===== src/rtl/shift_seq_ctrl.sv =====
// Multi-cycle shift sequencer for the EX stage.
// Shifts up to STEP bits per cycle and stalls the pipeline until the result is ready.
module shift_seq_ctrl #(
    parameter int STEP = 4,
    parameter int DW   = 32
) (
    input  logic          clock,
    input  logic          reset,
    input  logic          start,
    input  logic          flush,
    input  logic [1:0]    op,
    input  logic          ShiftSrcE,
    input  logic [DW-1:0] SrcAE,
    input  logic [DW-1:0] SrcBE,
    input  logic [DW-1:0] SignImmE,
    output logic          stall,
    output logic          done,
    output logic [DW-1:0] result
);

    typedef enum logic [1:0] {
        IDLE  = 2'd0,
        SHIFT = 2'd1,
        DONE  = 2'd2
    } state_t;

    state_t        state;
    state_t        stateNext;
    logic [DW-1:0] operand;
    logic [1:0]    opReg;
    logic [4:0]    rem;
    logic [4:0]    amtSel;
    logic [4:0]    k;
    logic [4:0]    remNext;
    logic [DW-1:0] shifted;
    logic          accept;
    logic          unusedBits;

    assign amtSel = ShiftSrcE ? SignImmE[10:6] : SrcAE[4:0];
    assign unusedBits = ^{SrcAE[DW-1:5], SignImmE[DW-1:11], SignImmE[5:0]};

    // starts arriving while SHIFT is busy are ignored; EX is frozen by stall
    assign accept = start && !flush && (state != SHIFT);
    assign done   = (state == DONE);
    assign stall  = !flush && ((state == SHIFT) || (start && state != SHIFT));

    always_comb begin
        k       = (int'(rem) > STEP) ? 5'(STEP) : rem;
        remNext = rem - k;
        shifted = operand >> k;
        unique case (1'b1)
            (opReg == 2'b00): shifted = operand << k;
            (opReg == 2'b10): shifted = DW'($signed(operand) >>> k);
            default:          shifted = operand >> k;
        endcase
    end

    always_comb begin
        stateNext = state;
        if (flush) begin
            stateNext = IDLE;
        end else begin
            unique case (state)
                IDLE, DONE: begin
                    if (start) begin
                        stateNext = (amtSel == 5'd0) ? DONE : SHIFT;
                    end else begin
                        stateNext = IDLE;
                    end
                end
                SHIFT: stateNext = (remNext == 5'd0) ? DONE : SHIFT;
                default: stateNext = IDLE;
            endcase
        end
    end

    always_ff @(posedge clock or negedge reset) begin
        if (!reset) begin
            state <= IDLE;
        end else begin
            state <= stateNext;
        end
    end

    // result only moves on entry to DONE, so it holds through IDLE and flushes
    always_ff @(posedge clock or negedge reset) begin
        if (!reset) begin
            operand <= '0;
            opReg   <= 2'b00;
            rem     <= 5'd0;
            result  <= '0;
        end else if (!flush) begin
            if (accept) begin
                operand <= SrcBE;
                opReg   <= op;
                rem     <= amtSel;
                if (amtSel == 5'd0) begin
                    result <= SrcBE;
                end
            end else if (state == SHIFT) begin
                operand <= shifted;
                rem     <= remNext;
                if (remNext == 5'd0) begin
                    result <= shifted;
                end
            end
        end
    end

endmodule

===== config.mk =====
export PLATFORM = sky130hd
export DESIGN_NAME = shift_seq_ctrl
export DESIGN_NICKNAME = d
export VERILOG_FILES = /design/src/rtl/shift_seq_ctrl.sv
export SDC_FILE = /design/constraint.sdc
export NUM_CORES = 1
export LEC_CHECK = 0
export BUFFER_PORTS_ARGS = -buffer_cell sky130_fd_sc_hd__buf_2
export CORE_ASPECT_RATIO = 0.8
export CORE_MARGIN = 2
export CORE_UTILIZATION = 50
export DETAILED_ROUTE_END_ITERATION = 6
export PLACE_DENSITY = 0.74
export SLEW_MARGIN = 10
export SYNTH_ARGS = -nofsm -noshare
export SYNTH_HDL_FRONTEND = slang
export SYNTH_SLANG_ARGS = --single-unit

===== constraint.sdc =====
create_clock -name clock -period 4.9 [get_ports clock]
set_input_delay 0.98 -clock clock [delete_from_list [all_inputs] [get_ports clock]]
set_output_delay 0.98 -clock clock [all_outputs]
set_load 0.01 [all_outputs]

==> metrics.md <==
| Metric | Value |
|---|---|
| Area leader, netlist | `dfrtp_1` |
| Total of warnings raised by yosys | `0` |
| Largest stage delay, worst path | `between 0.7 and 0.8 ns` |
| Post-synthesis sequential area ratio | `0.319` |
| Synthesized Nets | `760` |
| Top Ports | `between 100 and 150` |
| Power share of the clock group | `0.152` |
| Grt total ovfl | `0` |
| DPL Wire Length | `~12000 um` |
| Main flop type after synthesis | `dfrtp_1` |
| Slew HR | `0.371` |
| Hold Buf Count CTS | `0` |
| CTS tree | `done` |
| Final Skew | `around 0.0074 ns` |
| Setup TNS | `0 ns` |
| Starting Density | `0.519` |
| Root Driver | `clkbuf_16` |
| Remaining DRCs | `0` |
| Fraction of registers with async set/reset | `1.00` |
| Ant diodes | `0` |
| Leak | `roughly 2.6 nW` |
| CP max FO | `21` |
| Clock-pin slew on the worst setup and hold paths | `~0.070 ns` |
| Setup-failing EPs final | `0` |
| Initial antenna violation count | `1` |
| Yosys reg bits | `73` |
| Die area | `0.0123 mm2` |
| Initial DRC Count | `about 550` |
| HP Class | `register to register` |
| Startpoint type of the worst setup path | `register` |
| Chip width | `between 100 and 150 um` |
| Post-CTS resize count | `0` |
| Delay-heaviest family, CP | `compound AO/OA/AOI/OAI gates` |
| RSZ-0062 raised after global routing | `false` |
| P_sw | `0.00203 W` |
| Number of global-route vias before repair | `approximately 5400` |
| TritonRoute pass-1 iters | `5` |
| GR Util met1 | `0.424` |
| # rows | `34` |
| Min Tclk post-route | `about 3.4 ns` |
| Crit path kind | `register to register` |
| Worst hold stages | `2` |
| Post-Synth XOR/XNOR Area | `0` |
| Final WL | `18300 um` |
| Sw Ratio | `0.481` |
| Post-synth top cells | `dfrtp_1 (73), nand2_1 (73), nor2_1 (67)` |
| FF/Latch Area | `0.00183 mm2` |
| Synth Instances | `~660` |
| Critical Path AT | `around 3.6 ns` |
| Final GP Congestion | `a little under 1` |
| Area grow syn2layout | `11.0%` |
| Status | `completed` |
| Placeable Area | `~0.011 mm2` |
| Placed Cells | `a little over 800` |
| WP data required | `approximately 5.2 ns` |
| Power Density | `around 670 mW/mm2` |
| Clock Tree Buf Depth | `2` |
| Crit-path cells | `or3_1 -> nand2_1 -> ha_1 -> or4b_4 -> a21oi_2 -> o21ai_2 -> o22ai_4 -> buf_4 -> nor2_1 -> a21oi_1` |
| Slowest cell on crit path | `o22ai_4` |
| Post-synthesis simple-gate area fraction | `0.185` |
| Reg power frac | `0.318` |
| Post-CTS Setup Bufs | `0` |
| Max Cap Viol | `0` |
| Multi-input logic area | `roughly 0.0035 mm2` |
| First-pass GRT wire length | `29300 um` |
| Internal | `0.00220 W` |
| Largest net degree at the start of global routing | `74` |
| Worst r2r path cells | `10` |
| Vias/cell | `roughly 6.7` |
| Synthesized area per cell | `approximately 8.7 um2` |
| Top Usage Layer GRT | `met2` |
| Non-Filler Instances | `840` |
| Worst Hold Launch | `result[2]` |
| Syn Std Cell Area | `around 0.0057 mm2` |
| Die Ht | `around 100 um` |
| Compound-cell area share of the yosys netlist | `0.240` |
| Buf/Inv on CP | `1` |
| Final period utilization | `0.687` |
| Num CTS Buffers | `9` |
| Routed WL per cell | `between 20 and 25 um` |
| Yosys cell types | `73` |
| Via count | `5637` |
| Top-area cell type share of the netlist area | `0.319` |
| Clock sinks | `73` |
| CP endpoint kind | `register` |
| Main combinational cell family by area after synthesis | `compound AO/OA/AOI/OAI gates` |
| Critical R2R Launch | `rem[2]` |
| Fillers | `1001` |
| Number of synthesized flops with an enable pin | `0` |
| Worst-Margin Slew | `about 0.94 ns` |
| End of the worst hold path | `result[2]` |
| Mux contribution to synthesized area | `0.183` |
| Fmax | `roughly 0.3 GHz` |
| Reg-to-Reg End | `result[15]` |
| # nets final | `about 800` |
| Max-slew violation total from the final report | `0` |
| Max VDD drop | `between 300 and 400 uV` |
| Met3 Usage GRT | `0.0814` |
| R2r setup slk | `1.53 ns` |
| IO Port Bufs | `82` |
| Comb pwr share | `0.530` |
| GRT Util Overall | `0.307` |
| Met2 Usage GRT | `0.475` |
| Worst skew pair latency | `0.34 ns` |
| Top post-synthesis cells by area | `dfrtp_1 (32%), mux2_2 (6.3%), mux4_2 (5.9%)` |
| Fin. Hold Viols | `0` |
| Layout cells sized above 1 | `0.260` |
| Adder-cell share of the synthesized area | `0.00219` |
| Routed Antenna Nets | `0` |
| H-tree Lvls | `3` |
==> kinds of logic after synthesis <==
family                   Yosys count
AO/OA/AOI/OAI                    201
multiplexers                      79
adder cells (fa/ha/maj)            1
AND/OR/NAND/NOR                  220
other                              1
buffers and inverters             81
flip-flops                        73
==> tightest hold or removal path, cell delays in order (launching register included) <==
cell and delay [ns]:
dfrtp_1 0.34, nand2_1 0.05, nand2_1 0.04
==> cell type report <==
| class | count | area share |
|---|---|---|
| multi-input combinational | 502 | 0.551 |
| sequential | 73 | 0.288 |
| timing repair buffer | 96 | 0.0816 |
| clock buffer | 9 | 0.0355 |
| tap | 144 | 0.0284 |
| clock inverter | 7 | 0.00966 |
| inverter | 9 | 0.00532 |
==> per-layer routing <==
metal | vias up | routed length [um]
li1 | 2519 | -
met1 | 2768 | 7800
met2 | 307 | 8500
met3 | 43 | 1740
met4 | 0 | 306
met5 | - | 0
==> sequential cells by signal (all words and copies together), names as in the netlist <==
register,count
state,2
result,32
opReg,2
rem,5
operand,32
==> power groups by stage <==
stage          logic [W]  clock network, W  registers [W]
6_report         0.00224          0.000642        0.00135
5_1_grt          0.00243          0.000682        0.00139
4_1_cts          0.00221          0.000653        0.00132
3_5_place_dp     0.00220                 0        0.00133
3_3_place_gp     0.00216                 0        0.00131
2_1_floorplan    0.00176                 0        0.00112
==> stage by stage <==
| stage | hold WS (ns) | setup WS, ns | util | total power [W] | instance area (um2) |
|---|---|---|---|---|---|
| after global routing | 0.503 | 1.31 | 0.576 | 0.00450 | 6340 |
| after CTS | 0.467 | 1.52 | 0.576 | 0.00419 | 6340 |
| final | 0.462 | 1.53 | 0.576 | 0.00423 | 6340 |
| after floorplan | 0.501 | 1.82 | - | 0.00289 | 5720 |
| after detailed placement | 0.452 | 1.53 | 0.550 | 0.00353 | 6060 |
| after global placement | 0.451 | 1.57 | 0.550 | 0.00347 | 6060 |
==> worst max-delay path by stage <==
stage / start / to / slack, ns / cells after the start
finish: rem[2] / result[15] / 1.53 / 10
detailed placement: rem[2] / result[15] / 1.53 / 10
global placement: flush / result[22] / 1.57 / 7
CTS: rem[2] / result[15] / 1.52 / 10
floorplan: rem[3] / result[14] / 1.82 / 13
global route: rem[2] / result[15] / 1.31 / 10
==> placed cells by master (no fill, tap or decap), types with 3 or more instances in the layout <==
cell type | synthesis | routed
a2111oi_0 | 6 | 6
a211o_1 | 4 | 4
a211oi_1 | 17 | 17
a21o_1 | 4 | 4
a21oi_1 | 49 | 49
a221o_1 | 3 | 3
a31oi_1 | 14 | 14
buf_2 | 20 | 81
buf_4 | 9 | 15
clkbuf_16 | 0 | 9
dfrtp_1 | 73 | 72
inv_1 | 9 | 9
mux2_1 | 9 | 9
mux2_2 | 32 | 32
mux2_4 | 3 | 3
mux2i_1 | 20 | 20
mux4_2 | 15 | 15
nand2_1 | 73 | 73
nand2b_1 | 8 | 8
nand3_1 | 5 | 5
nor2_1 | 67 | 66
nor2b_1 | 13 | 13
nor3_1 | 21 | 21
nor4_1 | 10 | 10
o2111ai_1 | 3 | 3
o211ai_1 | 6 | 6
o21ai_0 | 30 | 30
o21ai_1 | 4 | 4
o221ai_1 | 8 | 8
o22ai_1 | 9 | 9
o31ai_1 | 10 | 10
o32ai_1 | 6 | 6
o41ai_1 | 3 | 3
or3_1 | 3 | 3
No activity file was read; power rests on OpenSTA's default activity.
